**config.mk**
```make
export PLATFORM = sky130hd
export DESIGN_NAME = dummy_apb_responder
export DESIGN_NICKNAME = d
export VERILOG_FILES = /design/src/rtl/dummy_apb_pkg.sv /design/src/rtl/dummy_fifo.sv /design/src/rtl/dummy_apb_responder.sv
export SDC_FILE = /design/constraint.sdc
export NUM_CORES = 1
export LEC_CHECK = 0
export CORE_AREA = 2 2 156 188
export CTS_BUF_LIST = sky130_fd_sc_hd__clkbuf_2 sky130_fd_sc_hd__clkbuf_4 sky130_fd_sc_hd__clkbuf_8
export DETAILED_ROUTE_END_ITERATION = 8
export DIE_AREA = 0 0 158 190
export GPL_ROUTABILITY_DRIVEN = 0
export GPL_TIMING_DRIVEN = 0
export PLACE_DENSITY_LB_ADDON = 0.25
export SYNTH_ARGS = -nofsm -noshare
export SYNTH_HDL_FRONTEND = slang
export SYNTH_SLANG_ARGS = --single-unit
```
**constraint.sdc**
```tcl
create_clock -name clk_i -period 5 [get_ports clk_i]
set_clock_uncertainty 0.05 [all_clocks]
set_input_delay 1 -clock clk_i [delete_from_list [all_inputs] [get_ports clk_i]]
set_output_delay 1 -clock clk_i [all_outputs]
set_load 0.005 [all_outputs]
```
**src/rtl/dummy_apb_pkg.sv**
```systemverilog
// +---------------------------------------------------------------+
// | dummy_apb_pkg : register map, CTRL bits, FSM states, STATUS    |
// | Rev 1.0                                                        |
// +---------------------------------------------------------------+
`default_nettype none

package dummy_apb_pkg;

  localparam logic [1:0] REG_CTRL    = 2'd0;
  localparam logic [1:0] REG_STATUS  = 2'd1;
  localparam logic [1:0] REG_DATA    = 2'd2;
  localparam logic [1:0] REG_SCRATCH = 2'd3;

  localparam int CTRL_EN  = 0;
  localparam int CTRL_CLR = 1;

  typedef enum logic [1:0] {
    IDLE = 2'd0,
    WAIT = 2'd1,
    RESP = 2'd2
  } state_e;

  typedef struct packed {
    logic       full;
    logic       empty;
    logic [7:0] count;
  } status_t;

endpackage

`default_nettype wire

```
**src/rtl/dummy_fifo.sv**
```systemverilog
// +---------------------------------------------------------------+
// | dummy_fifo : single-port synchronous FIFO with flush           |
// | Rev 1.0                                                        |
// +---------------------------------------------------------------+
`default_nettype none

module dummy_fifo #(
  parameter int DEPTH = 8,
  parameter int WIDTH = 32
) (
  input  logic                     clk_i,
  input  logic                     rst_i,
  input  logic                     clr_i,
  input  logic                     push_i,
  input  logic [WIDTH-1:0]         wdata_i,
  input  logic                     pop_i,
  output logic [WIDTH-1:0]         rdata_o,
  output logic                     full_o,
  output logic                     empty_o,
  output logic [$clog2(DEPTH):0]   count_o
);

  localparam int PTR_W = $clog2(DEPTH);
  localparam int CNT_W = PTR_W + 1;

  logic [WIDTH-1:0] mem_q [DEPTH];
  logic [WIDTH-1:0] mem_d [DEPTH];
  logic [PTR_W-1:0] wr_ptr_q, wr_ptr_d;
  logic [PTR_W-1:0] rd_ptr_q, rd_ptr_d;
  logic [CNT_W-1:0] count_q, count_d;
  logic             push_ok;
  logic             pop_ok;

  assign full_o  = (count_q == CNT_W'(DEPTH));
  assign empty_o = (count_q == '0);
  assign count_o = count_q;
  assign rdata_o = mem_q[rd_ptr_q];
  assign push_ok = push_i & ~full_o;
  assign pop_ok  = pop_i & ~empty_o;

  always_comb begin
    mem_d    = mem_q;
    wr_ptr_d = wr_ptr_q;
    rd_ptr_d = rd_ptr_q;
    count_d  = count_q;
    if (clr_i) begin
      wr_ptr_d = '0;
      rd_ptr_d = '0;
      count_d  = '0;
    end else begin
      // Power-of-two depth lets the pointers wrap by plain overflow.
      if (push_ok) begin
        mem_d[wr_ptr_q] = wdata_i;
        wr_ptr_d        = wr_ptr_q + PTR_W'(1);
      end
      if (pop_ok) begin
        rd_ptr_d = rd_ptr_q + PTR_W'(1);
      end
      case ({push_ok, pop_ok})
        2'b10:   count_d = count_q + CNT_W'(1);
        2'b01:   count_d = count_q - CNT_W'(1);
        default: count_d = count_q;
      endcase
    end
  end

  always_ff @(posedge clk_i) begin
    if (rst_i) begin
      wr_ptr_q <= '0;
      rd_ptr_q <= '0;
      count_q  <= '0;
    end else begin
      wr_ptr_q <= wr_ptr_d;
      rd_ptr_q <= rd_ptr_d;
      count_q  <= count_d;
    end
  end

  always_ff @(posedge clk_i) begin
    mem_q <= mem_d;
  end

endmodule

`default_nettype wire

```
**src/rtl/dummy_apb_responder.sv**
```systemverilog
// +---------------------------------------------------------------+
// | dummy_apb_responder : APB completer with FIFO/CTRL/STATUS/SCR  |
// | Rev 1.0                                                        |
// +---------------------------------------------------------------+
`default_nettype none

module dummy_apb_responder
  import dummy_apb_pkg::*;
#(
  parameter int ADDR_WIDTH  = 12,
  parameter int DATA_WIDTH  = 32,
  parameter int FIFO_DEPTH  = 8,
  parameter int WAIT_CYCLES = 1
) (
  input  logic                  clk_i,
  input  logic                  rst_i,
  input  logic [ADDR_WIDTH-1:0] paddr_i,
  input  logic [DATA_WIDTH-1:0] pwdata_i,
  input  logic                  pwrite_i,
  input  logic                  psel_i,
  input  logic                  penable_i,
  output logic                  pready_o,
  output logic [DATA_WIDTH-1:0] prdata_o,
  output logic                  pslverr_o,
  output logic                  irq_o
);

  localparam int CNT_W = $clog2(FIFO_DEPTH) + 1;

  state_e                state_q, state_d;
  logic [3:0]            wcnt_q, wcnt_d;
  logic                  en_q, en_d;
  logic [DATA_WIDTH-1:0] scratch_q, scratch_d;

  logic                  fifo_push, fifo_pop, fifo_clr;
  logic [DATA_WIDTH-1:0] fifo_rdata;
  logic                  fifo_full, fifo_empty;
  logic [CNT_W-1:0]      fifo_count;

  logic                  access;
  logic [1:0]            reg_off;
  logic                  unmapped;
  logic                  acc_err;
  logic                  addr_unused;
  status_t               status;
  logic [DATA_WIDTH-1:0] rd_val;

  assign access      = psel_i & penable_i;
  assign reg_off     = paddr_i[3:2];
  assign unmapped    = |paddr_i[ADDR_WIDTH-1:4];
  assign addr_unused = ^paddr_i[1:0];
  assign irq_o       = en_q & ~fifo_empty;

  assign status.full  = fifo_full;
  assign status.empty = fifo_empty;
  assign status.count = 8'(fifo_count);

  assign acc_err = unmapped
                 | (pwrite_i & (reg_off == REG_STATUS))
                 | ((reg_off == REG_DATA) &
                    (~en_q | (pwrite_i ? fifo_full : fifo_empty)));

  always_comb begin
    rd_val = '0;
    case (reg_off)
      REG_CTRL:    rd_val = DATA_WIDTH'(en_q);
      REG_STATUS:  rd_val = DATA_WIDTH'(status);
      REG_DATA:    rd_val = fifo_rdata;
      REG_SCRATCH: rd_val = scratch_q;
      default:     rd_val = '0;
    endcase
  end

  always_comb begin
    state_d   = state_q;
    wcnt_d    = wcnt_q;
    en_d      = en_q;
    scratch_d = scratch_q;
    pready_o  = 1'b0;
    prdata_o  = '0;
    pslverr_o = 1'b0;
    fifo_push = 1'b0;
    fifo_pop  = 1'b0;
    fifo_clr  = 1'b0;
    case (state_q)
      IDLE: begin
        if (access) begin
          if (WAIT_CYCLES == 0) begin
            state_d = RESP;
          end else begin
            state_d = WAIT;
            wcnt_d  = 4'(WAIT_CYCLES - 1);
          end
        end
      end
      WAIT: begin
        if (!access) begin
          state_d = IDLE;
        end else if (wcnt_q == 4'd0) begin
          state_d = RESP;
        end else begin
          wcnt_d = wcnt_q - 4'd1;
        end
      end
      RESP: begin
        state_d = IDLE;
        // A dropped select/enable here aborts silently: no ready, no commit.
        if (access) begin
          pready_o  = 1'b1;
          pslverr_o = acc_err;
          if (!acc_err) begin
            if (pwrite_i) begin
              case (reg_off)
                REG_CTRL: begin
                  en_d     = pwdata_i[CTRL_EN];
                  fifo_clr = pwdata_i[CTRL_CLR];
                end
                REG_DATA:    fifo_push = 1'b1;
                REG_SCRATCH: scratch_d = pwdata_i;
                default:     ;
              endcase
            end else begin
              prdata_o = rd_val;
              fifo_pop = (reg_off == REG_DATA);
            end
          end
        end
      end
      default: state_d = IDLE;
    endcase
  end

  always_ff @(posedge clk_i) begin
    if (rst_i) begin
      state_q   <= IDLE;
      wcnt_q    <= '0;
      en_q      <= 1'b0;
      scratch_q <= '0;
    end else begin
      state_q   <= state_d;
      wcnt_q    <= wcnt_d;
      en_q      <= en_d;
      scratch_q <= scratch_d;
    end
  end

  dummy_fifo #(
    .DEPTH (FIFO_DEPTH),
    .WIDTH (DATA_WIDTH)
  ) u_fifo (
    .clk_i   (clk_i),
    .rst_i   (rst_i),
    .clr_i   (fifo_clr),
    .push_i  (fifo_push),
    .wdata_i (pwdata_i),
    .pop_i   (fifo_pop),
    .rdata_o (fifo_rdata),
    .full_o  (fifo_full),
    .empty_o (fifo_empty),
    .count_o (fifo_count)
  );

endmodule

`default_nettype wire

```
After elaboration in Yosys (flattened, before gate mapping) --
Cells that the tools add are included. Widths: inputs -> output; s select.
Operators by class: $add $sub $neg 5, multiply operators 0, div/mod/pow operators 0, $lt $le $gt $ge 3, eq/ne operators 12, shift operators 0, muxes and demuxes 39, bitwise logic cells 16, reductions and logical operators 14
Operators with widths (number):
- $bwmux 256 | 1
- $mux 32 | 7
- $pmux 32 s4 | 1
- $bmux 32 s3 | 1
- $demux 32 s3 | 1
- $mux 1 | 19
- $pmux 4 s2 | 2
- $mux 4 | 3
- $reduce_and 5->1 | 2
- $eq 2x2->1 const B | 4
- $ge 4x4->1 const B | 2
- $logic_not 4->1 | 2
- $not 3->4 | 2
- $reduce_or 8->1 | 1
- $sub 4x1->4 const B | 2
- $add 3x1->3 const B | 2
- $and 1x1->1 | 6
- $eq 2x1->1 const B | 3
- $mux 2 | 3
- $ne 2x2->1 const B | 3
- $not 1->1 | 5
- $add 4x1->4 const B | 1
- $eq 4x4->1 const B | 1
- $logic_not 2->1 | 2
- 9 further kinds | 13
Word-level totals: register bits after elaboration 305, latch bits 0, RAM bits 0, bits in read-only memories 0, output and inout bits 35, logic and storage cells 104, memories 0

Logic depth before layout (Yosys ltp) --
depth after elaboration 11, depth in mapped cells 13, gate-level depth less buffers 13

Cells and area by module --
Synthesis repeated with hierarchy kept, for this count alone.
Second synthesis, totals: cells, all modules 722, area, all modules 12684.7 um^2
Modules (own cells, without submodules):
- dummy_fifo | times used 1, cells each 443, area an instance 10296.1 um^2, sequential area each 7887.6 um^2
- dummy_apb_responder | times used 1, cells each 279, area an instance 2388.5 um^2, sequential area each 780.7 um^2

Worst setup path before layout --
OpenSTA, ideal clock, no wires.
path type input-to-reg, from in paddr_i[5], to reg u_fifo.mem_q[224] (netlist bit), enable pin, data arrival time 4.216 ns, setup slack 0.273 ns, cell stages on the path 5, cells stage by stage nor4_2 -> nand4_1 -> nor3_2 -> nand2b_1 -> nor3_1
Between the ends: word-level cells in the longest chain between the ends 8, elaborated cells between the ends (all ways) 12
RTL lines:
- from (decl) | RTL line dummy_apb_responder.sv:17 | input logic [ADDR_WIDTH-1:0] paddr_i,
- $reduce_or 8->1 (*) | RTL line dummy_apb_responder.sv:50 | assign unmapped = |paddr_i[ADDR_WIDTH-1:4];
- $or 1x1->1 (*) | RTL line dummy_apb_responder.sv:59 | | (pwrite_i & (reg_off == REG_STATUS))
- $or 1x1->1 (*) | RTL line dummy_apb_responder.sv:60 | | ((reg_off == REG_DATA) &
- $mux 1 | RTL line dummy_apb_responder.sv:111 | if (!acc_err) begin
- $mux 1 | RTL line dummy_apb_responder.sv:108 | if (access) begin
- $mux 1 | RTL line dummy_apb_responder.sv:85 | case (state_q)
- $and 1x1->1 or $not 1->1 (tied branches)
- $reduce_and 2->1 (no source line) (*)
- to (signal assigned) | RTL line dummy_fifo.sv:80 | mem_q <= mem_d;
- to (decl) | RTL line dummy_fifo.sv:26 | logic [WIDTH-1:0] mem_q [DEPTH];
Every way passes the cells marked *; elsewhere a longest branch is shown, timed or not. A chain may end at the register's enable or synchronous reset.

Final worst setup path --
from in pwrite_i, to out prdata_o[13]
Between the ends: word-level cells in the longest chain between the ends 7, elaborated cells between the ends (all ways) 10
RTL lines:
- from (decl) | RTL line dummy_apb_responder.sv:19 | input logic pwrite_i,
- $mux 1 | RTL line dummy_apb_responder.sv:61 | (~en_q | (pwrite_i ? fifo_full : fifo_empty)));
- $or 1x1->1 | RTL line dummy_apb_responder.sv:61
- $and 1x1->1 | RTL line dummy_apb_responder.sv:60
- $or 1x1->1 | RTL line dummy_apb_responder.sv:60
- $mux 32 (*) | RTL line dummy_apb_responder.sv:111
- $mux 32 (*) | RTL line dummy_apb_responder.sv:108
- $mux 32 (*) | RTL line dummy_apb_responder.sv:85
- to (decl) | RTL line dummy_apb_responder.sv:23 | output logic [DATA_WIDTH-1:0] prdata_o,
Marks and branches as above.

==> metrics.txt <==
clock buffer depth 3; Post-Place Cells roughly 1300; Required @ worst endpoint 3.95 ns; initial antenna violation count 0; P&R area growth vs syn 20.07%; DR iter-0 viols 449; WP buf/inv 4; antenna-violating nets left 0; Worst Path Arrival roughly 3.8 ns; Peak VDD IR approximately 0.19 mV; vias approximately 7100; final setup fails 0; CTS Sinks roughly 300; GRT Util Overall approximately a fifth; outcome finished, final reports clean; RSZ-0062 raised after global routing no; worst relative slew slack roughly a third; Syn Area/Cell between 15 and 20 um^2; fraction of layout instances using a drive strength above 1 between 10% and 20%; register bit count reported by yosys approximately 310; asr flop ratio synth 0%; hpwl dp about 18000 um; critical path launch point type input port; Unique masters post-synth 47; worst-path cell chain clkdlybuf4s50_1, xor2_1, o41ai_1, a2111o_1, or2_1, buf_6, buf_6, nor2_1, clkdlybuf4s50_1; Die Y-Extent approximately 190 um; min cycle time layout between 4 and 5 ns; Setup WS post-layout 0.1952 ns; initial core utilization between 40 and 50%; worst hold-check path type register to register; CP max-delay cell clkdlybuf4s50_1; H-Tree Depth 2; Die Wd between 150 and 200 um; Core ar. 28420 um^2; Root Buffer clkbuf_8; vias in the first global route 7211; # DRC 0; Skew-Pair Late Insertion Delay roughly 0.55 ns; number of synthesized flops with an enable pin approximately 260; register area share after synthesis a little over two thirds; worst slew pin tran a little over 1 ns; Post-CTS Resized 1; Syn Inst Count about 780; CTS Buf Count 46; largest net degree at the start of global routing 21; 1st-pass router iterations 4; global-route wire length before repair around 42000 um; MaxCap Viol Count 0; synthesized net count roughly 840; CP peak stage delay 0.57 ns; Synth warnings 0; clock transition at the registers of the reported paths approximately 0.060 ns; fmax roughly 210 MHz; # IOs 84; Top Family by Delay on Critical Path buffers and inverters; Post-Route WL roughly 28000 um; Max Slew Vio Count 0; Final nets 979; Port-buffer cells 81; Final period util ~96%; Cell Area, Synth approximately 12000 um^2; Congestion Overflow GR 0; Antenna diodes 0; Pwr Density roughly 330 nW/um^2; postcts setup bufs 0; worst-path maximum fanout 10; final cell count without fillers ~1300; CTS tree built; DR vias/cell 5.295; per-cell routed wire length roughly 21 um; endpoint type of the worst setup path output pin; Leak between 4 and 5 nW; Final Hold Viols 0; die area 30020 um^2; worst slack at placement -0.09350 ns; Post-CTS Hold Buffers 0; Most used DFF post-synth edfxtp_1; WS Path Type input port to output pin; cell row count 68
-- layout make-up --
class	count	area, um^2
plain buffers	45	211.5
clock buffers	63	785.8
clock inverters	21	125.1
fillers	2403	13700
inverters	7	26.28
multi-input cells	424	3408
flip-flops and latches	305	8668
well taps	385	481.7
repair buffers	94	1010
-- final timing paths --
check / start / end / slack [ns] / depth (start not counted)
hold reg to reg: scratch_q[7]$_SDFFE_PP0P_ / scratch_q[7]$_SDFFE_PP0P_ / 0.41 / 2
setup / recovery: pwrite_i / prdata_o[13] / 0.20 / 9
setup reg to reg: state_q[0]$_SDFFE_PP0P_ / u_fifo.mem_q[240]$_DFFE_PP_ / 1.66 / 8
hold / removal: scratch_q[7]$_SDFFE_PP0P_ / scratch_q[7]$_SDFFE_PP0P_ / 0.41 / 2
-- per-stage QoR --
step	instance area, um^2	setup TNS, ns	utilization [%]	hold WS [ns]	total power, mW
after floorplan	12260	0	-	0.3857	2.842
after global placement	13550	-417.79	47.68	0.3915	2.923
after detailed placement	13800	-0.2967	48.57	0.3986	2.924
after CTS	14720	0	51.78	0.4076	4.912
after global routing	14720	0	51.79	0.4283	5.028
final	14720	0	51.79	0.4050	4.866
-- cell usage in the layout (no fill, tap or decap), types with 5 or more instances in the layout --
cell             count
clkinv_1            11
nand2b_1             7
buf_2                5
a22oi_1              8
clkdlybuf4s50_1     81
clkbuf_8            50
mux2i_1             52
ha_1                 7
buf_12               6
mux4_2              53
a21oi_1             68
inv_1                5
xor2_1               6
clkbuf_4            13
buf_6               10
edfxtp_1           256
clkinv_2             6
nor2b_1              9
nor2_4               6
nand2_1             82
clkbuf_1            25
dfxtp_1             49
buf_1                7
nor2_1              71
-- state kept, by name, summed over array words and instances, names as in the netlist --
name	cells
u_fifo.mem_q	256
u_fifo.count_o	4
wcnt_q	4
state_q	2
scratch_q	32
u_fifo.wr_ptr_q	3
u_fifo.rd_ptr_q	3
en_q	1
-- power by group --
part	switching, mW	internal [mW]
sequential	0.00185	2.75
clock	0.921	1.07
combinational	0.0692	0.0460
total	0.992	3.87
-- routing by layer --
layer | track usage [%] | vias to the layer above | routed length (um)
met5 | 0 | - | 0
met4 | 6.064 | 0 | 701
li1 | - | 3268 | -
met2 | 32.93 | 205 | 14340
met1 | 24.94 | 3597 | 11640
met3 | 2.733 | 47 | 1400
-- logic make-up (layout without fill, tap and decap cells) --
| group | Yosys count | after routing | share of synthesized area [%] |
|---|---|---|---|
| flops | 305 | 305 | 70.72 |
| compound gates | 96 | 96 | 4.481 |
| mux | 105 | 105 | 13.99 |
| buf+inv | 52 | 230 | 1.919 |
| xor+xnor | 10 | 10 | 0.7145 |
| fa+ha+maj | 7 | 7 | 0.7145 |
| simple gates | 206 | 206 | 7.462 |
-- worst reg2reg max path, cell delays in order (launching register included) --
cell and delay [ns]:
dfxtp_1 0.33, nand4b_1 0.27, inv_2 0.12, nand4_1 0.23
nor3_2 0.41, nand2b_1 0.31, nor3_2 0.84, buf_6 0.27
buf_6 0.19
-- synthesized netlist by cell type (all sizes together) (5+ instances only) --
library cell  number  share of area (%)
edfxtp           256                 63
nand2             82                2.5
nor2              77                2.4
a21oi             68                2.8
mux4              53                9.7
mux2i             52                4.2
dfxtp             49                8.0
clkbuf            27               0.83
buf               18               0.88
nor2b              9               0.46
a22oi              8               0.49
ha                 7               0.71
inv                7               0.21
nand2b             7               0.36
nor3               6               0.29
xor2               6               0.43
nor4               5               0.36
o21ai              5               0.20
(Power assumes the default switching activity.)
